## src/rtl/nes_bus_pkg.sv

```systemverilog
// Shared CPU-bus definitions: arbiter states, default register addresses, OAM DMA length.
// Pure declarations; no latency, no flow control.
package nes_bus_pkg;

    localparam logic [15:0] OAMDMA_ADDR_DEFAULT  = 16'h4014;
    localparam logic [15:0] OAMDATA_ADDR_DEFAULT = 16'h2004;
    localparam int          OAM_LEN              = 256;
    localparam logic [7:0]  OAM_LAST_IDX         = 8'(OAM_LEN - 1);

    typedef enum logic [2:0] {
        IDLE,
        HALT,
        ALIGN,
        OAM_RD,
        OAM_WR,
        DMC_RD
    } bus_state_t;

    // States in which the DMA engine, not the CPU, drives the shared bus.
    function automatic logic owns_bus(input bus_state_t s);
        return (s == OAM_RD) || (s == OAM_WR) || (s == DMC_RD);
    endfunction

endpackage

```

## src/rtl/cpu_cycle_parity.sv

```systemverilog
// Get/put tracker: flips once per CPU cycle at ph2_falling; 0 = current cycle is a get.
// One-clk update on the enabled edge; no backpressure.
module cpu_cycle_parity (
    input  logic clk,
    input  logic shr_rst,
    input  logic ph2_falling,
    output logic parity
);

    always_ff @(posedge clk or posedge shr_rst) begin
        if (shr_rst) begin
            parity <= 1'b0;
        end else if (ph2_falling) begin
            parity <= ~parity;
        end
    end

endmodule

```

## src/rtl/cpu_bus_arbiter.sv

```systemverilog
// Shares the CPU bus between the CPU, OAM DMA ($4014) and DMC sample fetches; state moves once per CPU cycle.
// CPU is stalled through cpu_ready on reads; DMC request is queued and acked with a one-clk pulse.
module cpu_bus_arbiter
    import nes_bus_pkg::*;
#(
    parameter logic [15:0] OAMDMA_ADDR  = OAMDMA_ADDR_DEFAULT,
    parameter logic [15:0] OAMDATA_ADDR = OAMDATA_ADDR_DEFAULT
) (
    input  logic        clk,
    input  logic        shr_rst,
    input  logic        ph1_rising,
    input  logic        ph2_rising,
    input  logic        ph2_falling,
    input  logic [15:0] cpu_addr,
    input  logic [7:0]  cpu_dout,
    input  logic        cpu_rnw,
    output logic        cpu_ready,
    input  logic        dmc_req,
    input  logic [15:0] dmc_addr,
    output logic        dmc_ack,
    output logic [7:0]  dmc_data,
    output logic [15:0] bus_addr,
    output logic [7:0]  bus_dout,
    output logic        bus_rnw,
    input  logic [7:0]  bus_din,
    output logic        dma_active
);

    bus_state_t  state;
    bus_state_t  state_nxt;
    bus_state_t  get_state;
    logic        parity;
    logic        oam_pending;
    logic        dmc_pending;
    logic [7:0]  page;
    logic [7:0]  idx;
    logic [7:0]  data_latch;
    logic        oam_start;
    logic        unused_phase;

    // Only ph2_falling paces this block; the other phase enables are part of the bus contract.
    assign unused_phase = ph1_rising ^ ph2_rising;

    cpu_cycle_parity u_parity (
        .clk         (clk),
        .shr_rst     (shr_rst),
        .ph2_falling (ph2_falling),
        .parity      (parity)
    );

    assign oam_start = ph2_falling && !cpu_rnw && (cpu_addr == OAMDMA_ADDR) && !oam_pending;
    assign get_state = dmc_pending ? DMC_RD : OAM_RD;

    always_comb begin
        state_nxt = state;
        case (state)
            IDLE: begin
                if (oam_pending || dmc_pending) begin
                    state_nxt = HALT;
                end
            end
            HALT: begin
                // CPU writes cannot be stalled; wait for its first read. A get cycle here means the next is a put.
                if (cpu_rnw) begin
                    state_nxt = parity ? get_state : ALIGN;
                end
            end
            ALIGN:  state_nxt = get_state;
            OAM_RD: state_nxt = OAM_WR;
            OAM_WR: begin
                if (dmc_pending) begin
                    state_nxt = DMC_RD;
                end else if (idx != OAM_LAST_IDX) begin
                    state_nxt = OAM_RD;
                end else begin
                    state_nxt = IDLE;
                end
            end
            DMC_RD:  state_nxt = oam_pending ? ALIGN : IDLE;
            default: state_nxt = IDLE;
        endcase
    end

    always_ff @(posedge clk or posedge shr_rst) begin
        if (shr_rst) begin
            state       <= IDLE;
            oam_pending <= 1'b0;
            dmc_pending <= 1'b0;
            page        <= '0;
            idx         <= '0;
            data_latch  <= '0;
            dmc_data    <= '0;
            dmc_ack     <= 1'b0;
        end else begin
            dmc_ack <= 1'b0;
            if (ph2_falling) begin
                state <= state_nxt;
                if (oam_start) begin
                    page        <= cpu_dout;
                    idx         <= '0;
                    oam_pending <= 1'b1;
                end
                if (dmc_req) begin
                    dmc_pending <= 1'b1;
                end
                case (state)
                    OAM_RD: data_latch <= bus_din;
                    OAM_WR: begin
                        idx <= idx + 8'd1;
                        if (idx == OAM_LAST_IDX) begin
                            oam_pending <= 1'b0;
                        end
                    end
                    // The clear wins over a still-held dmc_req in the same cycle.
                    DMC_RD: begin
                        dmc_data    <= bus_din;
                        dmc_ack     <= 1'b1;
                        dmc_pending <= 1'b0;
                    end
                    default: ;
                endcase
            end
        end
    end

    always_comb begin
        bus_addr = cpu_addr;
        bus_dout = cpu_dout;
        bus_rnw  = cpu_rnw;
        case (state)
            OAM_RD: begin
                bus_addr = {page, idx};
                bus_rnw  = 1'b1;
            end
            OAM_WR: begin
                bus_addr = OAMDATA_ADDR;
                bus_dout = data_latch;
                bus_rnw  = 1'b0;
            end
            DMC_RD: begin
                bus_addr = dmc_addr;
                bus_rnw  = 1'b1;
            end
            default: ;
        endcase
    end

    assign cpu_ready  = (state == IDLE);
    assign dma_active = owns_bus(state);

endmodule
```

## config.mk

```make
export PLATFORM = sky130hd
export DESIGN_NAME = cpu_bus_arbiter
export DESIGN_NICKNAME = d
export VERILOG_FILES = /design/src/rtl/nes_bus_pkg.sv /design/src/rtl/cpu_cycle_parity.sv /design/src/rtl/cpu_bus_arbiter.sv
export SDC_FILE = /design/constraint.sdc
export NUM_CORES = 1
export LEC_CHECK = 0
export CAP_MARGIN = 20
export CORE_MARGIN = 2
export CORE_UTILIZATION = 35
export CTS_BUF_LIST = sky130_fd_sc_hd__clkbuf_4 sky130_fd_sc_hd__clkbuf_8 sky130_fd_sc_hd__clkbuf_16
export DETAILED_ROUTE_END_ITERATION = 7
export GPL_TIMING_DRIVEN = 1
export PLACE_DENSITY_LB_ADDON = 0.05
export SYNTH_ARGS = -nofsm -noshare
export SYNTH_HDL_FRONTEND = slang
export SYNTH_SLANG_ARGS = --single-unit
```

## constraint.sdc

```tcl
create_clock -name clk -period 1.7 [get_ports clk]
set_clock_uncertainty 0.2 [all_clocks]
set_input_delay 0.17 -clock clk [delete_from_list [all_inputs] [get_ports clk]]
set_output_delay 0.17 -clock clk [all_outputs]
set_load 0.01 [all_outputs]
```

==> run summary, run 1 <==
The clock drives 39 sinks. A synthesized cell averages around 10 sq um. STA classifies the critical path startpoint as a flop. The remaining global-route overflow is 0. The detailed placement HPWL is about 5700 um. The average wire per standard cell came out at approximately 18 um. The overall die height is between 80 and 90 um. Setup violations remaining at the end of the flow were counted as 45.

In this run the count of I/O pins placed on the die edge is 91. During synthesis, Yosys emitted a total of 0 warnings. The summed negative setup slack over all endpoints is -9.916 ns. The storage element area came out at just under 1000 sq um. The highest attainable clock frequency came out at 480.0 MHz. The multi-input gate area in the final layout is ~1700 sq um. The repair_antennas step left the layout with diodes totalling 0. The fill cell total of the finished layout came out at approximately 530. The CTS root buffer is clkbuf_8. TritonCTS built the clock tree.

The fraction of layout cells with a size suffix above 1 came out at 0.5271. The number of standard-cell rows in the floorplan came out at 30. The final period utilization came out at 1.226. After detailed routing, the number of vias per cell comes to around 5.3.

The number of distinct standard cells referenced by the synthesized netlist came out at 43. The via total after detailed routing came out at roughly 2.6k. When the netlist entered floorplanning its net count stood at a little under 300. The setup slack at placement is -0.4905 ns. The remaining design rule violation count is 0. The maximum ir drop on the vdd rail came out at between 0.9 and 1 mV. The relative slew slack is 0.7469. The final hold violation count came out at 0. Overall power consumption after layout is estimated at just under 0.006 W. The count of hold buffers inserted by post-cts repair is 0.

The area share of the largest cell type after synthesis is 0.4071. The die boundary width came out at a little under 90 um. For the worst-skew pair, the clock arrives at the later sink with an insertion delay of 0.29 ns.

The power density over the cells came out at 1307 nW/um^2. At the worst endpoint, the arrival time is roughly 1.7 ns. In this run, the number of DRC markers left after iteration 0 of detailed routing was 98. The type of the most critical hold path is in -> async. The number of antenna violations at the first check in global routing came out at 0. Across all setup checks in the final design, the least slack found is -0.3834 ns.

The type of element capturing the critical path is an output pin. Across every metal layer, demand over resource in global routing totals 0.2290. The max-slew violation count was 0. The run finished, with violations left.

The library cell used most frequently in the layout, excluding fill and tap cells, is buf_4. In the layout the commonest cells are buf_4 (67), clkdlybuf4s50_1 (45), dfrtp_1 (37). The data required time of the worst path is 1.33 ns. The maximum number of buffers from clock root to sink came out at 2.

Of all cell types, the one taking the most synthesized area is dfrtp_1. The share of the core filled with cells came out at 0.6760. The final critical path time including I/O delays and setup is approximately 2.1 ns. The maximum number of pins on one net before global-route repair is 40. The checks that failed: negative setup slack. The count of buffers inserted at the top-level ports is 88. Before antenna repair, the detailed router went through 4 iterations.

Setup repair after global routing could not meet its margin everywhere. The biggest fanout along the worst timing path came out at 5. The layout net count is 461. For the pin with the worst max-slew slack, the measured transition is 0.3797 ns. The clock slew at the register clock pins of the worst setup and hold paths came out at ~0.08 ns. The number of global-route vias before repair came out at between 2k and 3k.

The number of synthesized register bits came out at 39. The synthesis-to-layout area growth came out at 89.46%. The cell area after synthesis came out at ~2400 sq um. The effective utilization at floorplan came out at 0.3568. Routability-driven placement finished with a final weighted congestion of 0.8414. The worst slack on hold paths came out at 0.02413 ns. The number of routed nets with antenna violations is 0. The H-tree generated during clock tree synthesis spans 2 levels. The first-pass GRT wire length is between 10000 and 15000 um. The share of the yosys chip area belonging to registers came out at 0.4071.

The number of standard cells after synthesis is roughly 240. By area the synthesized netlist is led by dfrtp_1 (41%), mux2_2 (16%), mux2i_1 (6.7%). The core box area is 6719 sq um. The total length of routed wires is approximately 8600 um.

The number of max-capacitance violations reported came out at 0. The die covers between 7000 and 8000 sq um. The worst setup path is of the reg -> out kind. The number of buffers created by CTS came out at 5. In this run the static leakage power is about 2.1 nW.
-- registers in the layout (all words and copies together) (netlist names) --
| signal | cells |
|---|---|
| oam_pending | 1 |
| dmc_data | 8 |
| u_parity.parity | 1 |
| page | 8 |
| dmc_ack | 1 |
| idx | 8 |
| data_latch | 8 |
| dmc_pending | 1 |
| state | 3 |
-- critical path, stage by stage (launching register included) --
cell and delay (ns):
dfrtp_2 0.46, nor3b_4 0.25, buf_6 0.17, buf_6 0.12
mux2_4 0.30, buf_6 0.12
-- final timing paths --
path,depth (start not counted),start,slack [ns],end
max in group asynchronous,3,shr_rst,1.06,state[1]
min reg2reg,1,dmc_data[5],0.31,dmc_data[5]
min,3,shr_rst,0.02,idx[2]
max,5,state[1],-0.38,bus_dout[6]
min in group clk,5,cpu_addr[1],0.26,oam_pending
max reg2reg,7,state[0],-0.17,state[0]
-- what timing repair did --
item | in CTS | in global routing
pin swaps | 16 | 12
endpoints found under the setup margin | 62 | 56
gates cloned | 3 | 0
gates resized for setup | 206 | 28
buffers inserted | 18 | 9
-- Yosys cell counts, drive strengths merged --
library cell,count
o211ai,2
a221oi,14
nor3,6
o21a,1
nand4bb,1
buf,5
nand2,20
nand3,9
a31oi,3
nor2,11
a21oi,18
nor2b,3
nand4,2
nor4,1
nor4b,3
xor2,1
mux2,34
a211oi,1
o21ai,9
inv,6
clkbuf,12
ha,1
a311o,1
dfrtp,39
o221ai,3
and4bb,1
o2111ai,1
or2,2
a22oi,1
o211a,1
nor3b,2
nand2b,1
o32ai,1
mux2i,16
o22ai,4
-- cell families (layout without fill, tap and decap cells) --
family	Yosys count	after routing	share of synthesized area
AO/OA/AOI/OAI	60	60	0.1681
XOR/XNOR	1	1	0.003654
adder cells (fa/ha/maj)	1	1	0.005218
buffers and inverters	23	193	0.03810
flip-flops	39	39	0.4071
multiplexers	50	50	0.2265
AND/OR/NAND/NOR	62	62	0.1514
-- final cells by class --
class,count,area share
multi-input combinational,174,0.3639
timing repair buffer,179,0.3661
clock inverter,2,0.007713
sequential,39,0.2154
clock buffer,6,0.01818
inverter,6,0.006612
tap,80,0.02204
-- layer usage --
| metal | vias to the layer above | track usage | wire (um) |
|---|---|---|---|
| li1 | 1238 | - | - |
| met1 | 1266 | 0.3045 | 3772 |
| met2 | 70 | 0.3769 | 4296 |
| met3 | 8 | 0.05333 | 463 |
| met4 | 0 | 0.05682 | 97 |
| met5 | - | 0 | 0 |
-- power by group --
| part | total [W] | leakage, nW | internal (W) | switching (W) |
|---|---|---|---|---|
| sequential | 0.00146 | 0.495 | 0.00123 | 0.000236 |
| combinational | 0.00365 | 1.55 | 0.00201 | 0.00164 |
| clock | 0.000820 | 0.0612 | 0.000475 | 0.000344 |
-- through the flow --
stage          instances  instance area [sq um]
6_report             486                   4542
5_1_grt              486                   4542
4_1_cts              478                   4367
3_5_place_dp         450                   3837
3_3_place_gp         450                   3837
2_1_floorplan        236                   2404
Power figures use the tool's default switching activity.
==> inputs of run 2 (changes only) <==
--- a/config.mk
+++ b/config.mk
@@ -6,7 +6,6 @@
 export NUM_CORES = 1
 export LEC_CHECK = 0
 export CAP_MARGIN = 20
-export CORE_MARGIN = 2
 export CORE_UTILIZATION = 35
 export CTS_BUF_LIST = sky130_fd_sc_hd__clkbuf_4 sky130_fd_sc_hd__clkbuf_8 sky130_fd_sc_hd__clkbuf_16
 export DETAILED_ROUTE_END_ITERATION = 7
==> run 2 against run 1 <==
Effect of this change: the flow finishes with violations (design-rule violations, negative setup slack); first-iteration DRC count up 23%; cell area down 1.6%; maximum frequency fell by 1.2%; wire length shrank 3.2%; register-to-register slack worse by 0.08 ns; critical path type unchanged; critical endpoint is now bus_dout[4].
==> run summary, run 2 (synthesis results as in run 1) <==
The run finished, with violations left. The final reports fail on design-rule violations, negative setup slack. The CTS sink count is 39 (unchanged). The highest attainable clock frequency came out at 474.1 MHz (-1.2%). The CTS tree is done. The setup slack at placement is -0.5341 ns (-0.04357 ns). The cell that appears most often on the critical path is buf_6. In this run the worst hold path is classified as in -> async. The layout net count came out at 458 (-0.65%). The biggest fanout along the worst timing path came out at 5 (unchanged).

The critical path goes through nor3b_4 > buf_4 > buf_6 > mux2_4 > buf_6. The count of buffers inserted at the top-level ports is 88 (unchanged). The number of buffers created by CTS is 5 (unchanged).

The delay of the slowest cell on the worst path came out at 0.48 ns (+0.02 ns). The data required time of the worst path is 1.33 ns (about the same). The floorplan die area came out at 7184 sq um (-4.6%).

The first-iteration detailed-routing DRC count came out at 121 (+23%). The remaining design rule violation count is 6 (+6). The final antenna diode count is 0 (unchanged). The die boundary width was 84.76 um (-2.3%). The relative slew slack is 0.7642 (+0.01734). The detailed placement HPWL is 5688 um (-0.72%). The number of routed nets with antenna violations is 0 (unchanged). The final critical path time including I/O delays and setup is 2.109 ns (+0.02571 ns).

The number of max-capacitance violations reported is 0 (unchanged). The number of cells on the worst reg-to-reg path is 8 (+1). The first-pass iteration count of the detailed router is 6 (+2).

The setup-violating endpoint count in the final report was 49 (+8.9%). The standby leakage power is 2.104 nW (about the same). The setup slack of the worst register-to-register path is -0.25 ns (-0.08 ns). The cell internal power dissipation is 0.003519 W (-5.3%).

The clock slew at the register clock pins of the worst setup and hold paths came to 0.08 ns (about the same). The final non-filler cell area came out at 4468 sq um (-1.6%). The library cell contributing the largest single delay on the critical path is dfrtp_2.

The maximum level of the CTS H-tree is 2 (unchanged). Tracing the worst setup path back leads to its startpoint at state[0]. The final hold violation count came to 0 (unchanged). The total length of routed wires is 8352 um (-3.2%). Broken down by cell family, the worst path's largest delay share belongs to flip-flops. The switching power was 0.002200 W (-1.0%). The actual slew at the worst max-slew pin is 0.3537 ns (-0.02600 ns). The power density over the cells is 1280 nW/um^2 (-2.1%). The max-slew violation count is 0 (unchanged). The type of element capturing the critical path is an output pin. The register share of total power came out at 0.258 (+0.011).

The first-pass GRT wire length came out at 13030 um (-2.3%). The most common cell after layout, fill and taps aside is buf_4. The number of global-route vias before repair came out at 2562 (+0.20%). The placer congestion estimate came out at 0.8317 (-1.2%).

In this run the critical register-to-register path is launched from state[1]. The core box area is 6495 sq um (-3.3%). The maximum ir drop on the vdd rail is 0.6514 mV (-31%). In this run the critical register-to-register path is captured at idx[5]. The share of the core filled with cells is 0.6879 (+0.01194). The buffering stage count on the worst path with inverters included is 3 (unchanged). The number of standard-cell rows in the floorplan is 29 (-3.3%). The clock power share came out at 0.116 (-0.022). The data arrival time of the critical path was 1.74 ns (+0.03 ns).

The summed negative setup slack over all endpoints came out at -11.69 ns (-1.777 ns). The remaining global-route overflow came out at 0 (unchanged). The average wire per standard cell is 17.40 um (-2.0%). The maximum number of pins on one net before global-route repair came out at 40 (unchanged). The maximum number of buffers from clock root to sink is 2 (unchanged). Clock tree synthesis selected as its root buffer the cell clkbuf_8. The fraction of layout cells with a size suffix above 1 is 0.5112 (-0.01593).

The routed via count divided by cell count is 5.369 (+1.1%). The synthesis-to-layout area growth came out at 86.38%. The via total after detailed routing came out at 2577 (-0.19%). The setup path with the least slack is of type reg -> out. The overall die height was 84.76 um (-2.3%). The effective utilization at floorplan was 0.3691 (+0.01230). The count of hold buffers inserted by post-cts repair was 0 (unchanged). The top cell types in the final layout, fill and taps aside, are buf_4 (62), clkdlybuf4s50_1 (44), dfrtp_1 (37).

The final period utilization came out at 1.241 (+0.01512). The total routing resource utilization after global routing came out at 0.2368 (+0.007877). The combinational share of power is 0.626 (+0.011). The clock insertion delay at the later pin of the skew report came out at 0.30 ns (about the same). The worst setup margin is -0.4091 ns (-0.02571 ns). The proportion of total power due to net switching is 0.3847 (+0.01047). The area of placed instances came to 3834 sq um (about the same). The top-level I/O count came out at 91 (unchanged). Setup repair after global routing could not meet its margin everywhere. The number of antenna violations at the first check in global routing is 0 (unchanged). The sort of element at the start of the critical path is a flop.
run 2: stage by stage:
| step | std cells | power (W) | hold slack, ns |
|---|---|---|---|
| global route | 480 | 0.006071 | 0.06108 |
| floorplan | 236 | 0.002798 | 0.1206 |
| detailed placement | 447 | 0.004367 | 0.2877 |
| finish | 480 | 0.005719 | 0.02152 |
| CTS | 466 | 0.005287 | 0.03417 |
| global placement | 447 | 0.004345 | 0.2860 |
run 2: final cells by class:
cell class	instances	area, sq um
fillers	519	2027
repair buffers	176	1642
multi-input cells	174	1635
clock inverters	2	12.51
clock buffers	6	76.32
well taps	77	96.34
flip-flops and latches	39	978.4
inverters	6	27.53
run 2: power groups by stage:
stage / Clock, W / Sequential (W) / Combinational (W)
after floorplan: 0 / 0.00144 / 0.00136
after global placement: 0 / 0.00145 / 0.00289
after detailed placement: 0 / 0.00146 / 0.00291
after CTS: 0.000683 / 0.00146 / 0.00315
after global routing: 0.000728 / 0.00152 / 0.00383
final: 0.000666 / 0.00147 / 0.00358
run 2: how the worst max path moves through the flow:
stage / end / slack, ns / cells after the start
floorplan: bus_dout[0] / -0.04 / 4
global placement: page[2] / -0.58 / 7
detailed placement: page[1] / -0.53 / 7
CTS: dma_active / -0.40 / 5
global route: bus_dout[4] / -0.45 / 5
finish: bus_dout[4] / -0.41 / 5
run 2: layer usage:
| metal | vias up | GRT usage | part of all wire |
|---|---|---|---|
| met5 | - | 0 | 0 |
| met4 | 0 | 0.05085 | 0.0084 |
| met3 | 6 | 0.04130 | 0.048 |
| met2 | 74 | 0.3947 | 0.48 |
| met1 | 1266 | 0.3238 | 0.46 |
| li1 | 1231 | - | - |
run 2: worst register-to-register path, stage by stage, from the launching register on:
cell and delay [ns]:
dfrtp_2 0.48, buf_4 0.16, buf_6 0.13, clkbuf_16 0.14
nand4bb_4 0.28, buf_6 0.18, buf_4 0.13, nand2_1 0.06
o22ai_1 0.08
run 2: what timing repair did:
action | in CTS | in global routing
setup endpoints to repair | 61 | 65
cloned | 1 | 2
resized for setup | 156 | 67
hold endpoints to repair | 0 | 0
setup buffers | 11 | 14
pin swaps | 15 | 11
==> inputs of run 3 (changes only) <==
--- a/config.mk
+++ b/config.mk
@@ -10,6 +10,7 @@
 export CTS_BUF_LIST = sky130_fd_sc_hd__clkbuf_4 sky130_fd_sc_hd__clkbuf_8 sky130_fd_sc_hd__clkbuf_16
 export DETAILED_ROUTE_END_ITERATION = 7
 export GPL_TIMING_DRIVEN = 1
+export MAX_ROUTING_LAYER = met4
 export PLACE_DENSITY_LB_ADDON = 0.05
 export SYNTH_ARGS = -nofsm -noshare
 export SYNTH_HDL_FRONTEND = slang
==> run 3 against run 2 <==
Effect of this change: the run still ends with design-rule violations, negative setup slack left; utilization shrank 0.50 points; non-clock buffer count shrank 1; via count shrank 0.58%; clock power grew 19%; worst setup slack gained 0.081 ns; global-route usage grew 1.6 points; first-iteration DRC count shrank 30%; critical path depth is the same; combinational power shrank 3%; critical path type unchanged; largest cell class is now multi-input gates.
==> run summary, run 3 (synthesis results as in run 1) <==
The run finished, with violations left. The final reports fail on design-rule violations, negative setup slack. The register share of total power came out at 0.255 (-0.003). Traced cell by cell, the critical path runs through nor3b_2 > buf_4 > buf_6 > mux2_4 > buf_6.

TritonCTS built the clock tree. The maximum number of buffers from clock root to sink came to 2 (unchanged). The average wire per standard cell came to 17.44 um (+0.21%).

The cell internal power dissipation is 0.003536 W (+0.48%). In the layout the commonest cells are buf_4 (60), clkdlybuf4s50_1 (43), dfrtp_1 (38). The combinational share of power came out at 0.607 (-0.019).

The data arrival time of the critical path came to 1.66 ns (-0.08 ns). The effective utilization at floorplan came out at 0.3691 (unchanged). The delay of the slowest cell on the worst path is 0.44 ns (-0.04 ns). Setup repair after global routing could not meet its margin everywhere. The total routing resource utilization after global routing is 0.2527 (+0.01590). Leaving out fill and tap cells, the most frequent cell in the layout is buf_4.

The remaining design rule violation count is 6 (unchanged). The first-pass GRT wire length came to 13730 um (+5.4%). The floorplan die area came out at 7184 sq um (unchanged). The clock power share came out at 0.139 (+0.023). The proportion of total power due to net switching came out at 0.3799 (-0.004735). The layout net count is 457 (-0.22%).

The number of global-route vias before repair came to 2739 (+6.9%). Among the stages of the critical path, the cell type that occurs most often is buf_6. The number of routed nets with antenna violations is 0 (unchanged). The number of standard-cell rows in the floorplan came out at 29 (unchanged). The power density over the cells is 1286 nW/um^2 (+0.44%). The buffering stage count on the worst path with inverters included came out at 3 (unchanged). The fill cell total of the finished layout came to 540 (+4.0%). The overall die height is 84.76 um (unchanged). The worst setup margin came out at -0.3280 ns (+0.08107 ns). The number of buffers created by CTS is 5 (unchanged). The number of antenna violations at the first check in global routing is 0 (unchanged). The count of buffers inserted at the top-level ports came out at 88 (unchanged). The met1 global-route usage is 0.3354 (+0.01158). The final antenna diode count is 0 (unchanged). On the critical path, the stage with the largest delay is an instance of dfrtp_2. The maximum number of pins on one net before global-route repair came out at 40 (unchanged). The core box area came to 6495 sq um (unchanged). The clock slew at the register clock pins of the worst setup and hold paths is 0.09 ns (about the same). The top-level I/O count is 91 (unchanged). The maximum ir drop on the vdd rail is 0.7421 mV (+14%). The placer congestion estimate was 0.8425 (+1.3%). STA classifies the critical path startpoint as a flop.

In this run the worst hold path is classified as in -> async. The clock insertion delay at the later pin of the skew report came to 0.29 ns (about the same). The setup slack of the worst register-to-register path is -0.21 ns (+0.04 ns). The summed negative setup slack over all endpoints came to -11.14 ns (+0.5484 ns). The routed via count divided by cell count is 5.349 (-0.37%).

The die boundary width is 84.76 um (unchanged). The final non-filler cell area was 4436 sq um (-0.73%). The highest attainable clock frequency came to 493.1 MHz (+4.0%). The switching power came out at 0.002166 W (-1.5%). The global routing stage identified its most utilized layer as met2. The fraction of layout cells with a size suffix above 1 is 0.5075 (-0.003704).

The max-slew violation count is 0 (unchanged). The number of max-capacitance violations reported is 0 (unchanged). The synthesis-to-layout area growth is 85.02%. The final critical path time including I/O delays and setup is 2.028 ns (-0.08107 ns). The total length of routed wires came out at 8352 um (unchanged). Clock tree synthesis selected as its root buffer the cell clkbuf_8. The final hold violation count is 0 (unchanged). The worst setup path is captured at an output pin.

The global-route met2 utilization came to 0.4132 (+0.01848). Grouping stages by cell kind, the critical path spends the most delay in flip-flops. The CTS sink count is 39 (unchanged). The relative slew slack is 0.7064 (-0.05787).

The critical path is of the reg -> out type. The via total after detailed routing is 2562 (-0.58%). The remaining global-route overflow is 0 (unchanged). The count of hold buffers inserted by post-cts repair is 0 (unchanged). The detailed placement HPWL is 5752 um (+1.1%).

The data required time of the worst path was 1.33 ns (about the same). The actual slew at the worst max-slew pin came out at 0.4405 ns (+0.08680 ns). The final period utilization is 1.193 (-0.04769). The first-pass iteration count of the detailed router is 6 (unchanged). The biggest fanout along the worst timing path is 5 (unchanged). The fraction of met3 tracks used by global routing is 0.03441 (-0.006883). The first-iteration detailed-routing DRC count is 85 (-30%).

The standby leakage power is 2.083 nW (-1.0%). The setup-violating endpoint count in the final report is 56 (+14%). The area of placed instances was 3841 sq um (+0.20%). The maximum level of the CTS H-tree is 2 (unchanged).
==> run 3: power groups by stage <==
stage	clock network [W]	logic, W	registers [W]
after floorplan	0	0.00136	0.00144
after global placement	0	0.00291	0.00145
after detailed placement	0	0.00292	0.00146
after CTS	0.000809	0.00331	0.00143
after global routing	0.000838	0.00372	0.00149
final	0.000791	0.00346	0.00145
==> run 3: cell type report <==
class	count	area, sq um	area share
clock buffers	5	68.82	0.01551
flip-flops and latches	39	977.2	0.2203
well taps	77	96.34	0.02172
inverters	6	27.53	0.006206
clock inverters	3	43.79	0.009873
multi-input cells	174	1622	0.3656
repair buffers	175	1600	0.3608
==> run 3: metal layers <==
metal	up-vias	share of wire
li1	1224	-
met1	1268	0.47
met2	65	0.49
met3	5	0.033
met4	0	0.0054
met5	-	0
==> run 3: per-stage QoR <==
| step | power [W] | setup slack, ns | instances | hold slack [ns] | util |
|---|---|---|---|---|---|
| floorplan | 0.002798 | -0.04064 | 236 | 0.1206 | - |
| global placement | 0.004358 | -0.5687 | 448 | 0.2859 | 0.5914 |
| detailed placement | 0.004383 | -0.5816 | 448 | 0.2939 | 0.5914 |
| CTS | 0.005551 | -0.3304 | 478 | 0.04367 | 0.6638 |
| global route | 0.006050 | -0.3682 | 479 | 0.07602 | 0.6829 |
| finish | 0.005702 | -0.3280 | 479 | 0.03066 | 0.6829 |
==> run 3: worst paths after layout <==
kind / start / end / depth (start not counted)
worst max-delay path: state[1] / bus_dout[0] / 5
worst min-delay path: shr_rst / idx[2] / 3
worst max register to register: state[1] / idx[0] / 7
worst min register to register: dmc_data[5] / dmc_data[5] / 1
max in group asynchronous: shr_rst / state[1] / 3
min in group clk: dmc_req / dmc_pending / 3
==> run 3: repair_timing <==
item	in CTS	in global routing
cloned	3	0
pin swaps	21	16
gates resized for setup	201	28
endpoints found under the setup margin	62	65
setup buffers	19	2
==> run 3: worst register-to-register path, stage by stage, from the launching register on <==
cell	delay, ns
dfrtp_2	0.44
buf_4	0.16
buf_6	0.12
buf_6	0.13
nand4bb_4	0.26
buf_6	0.19
or2_2	0.29
o21ai_2	0.06
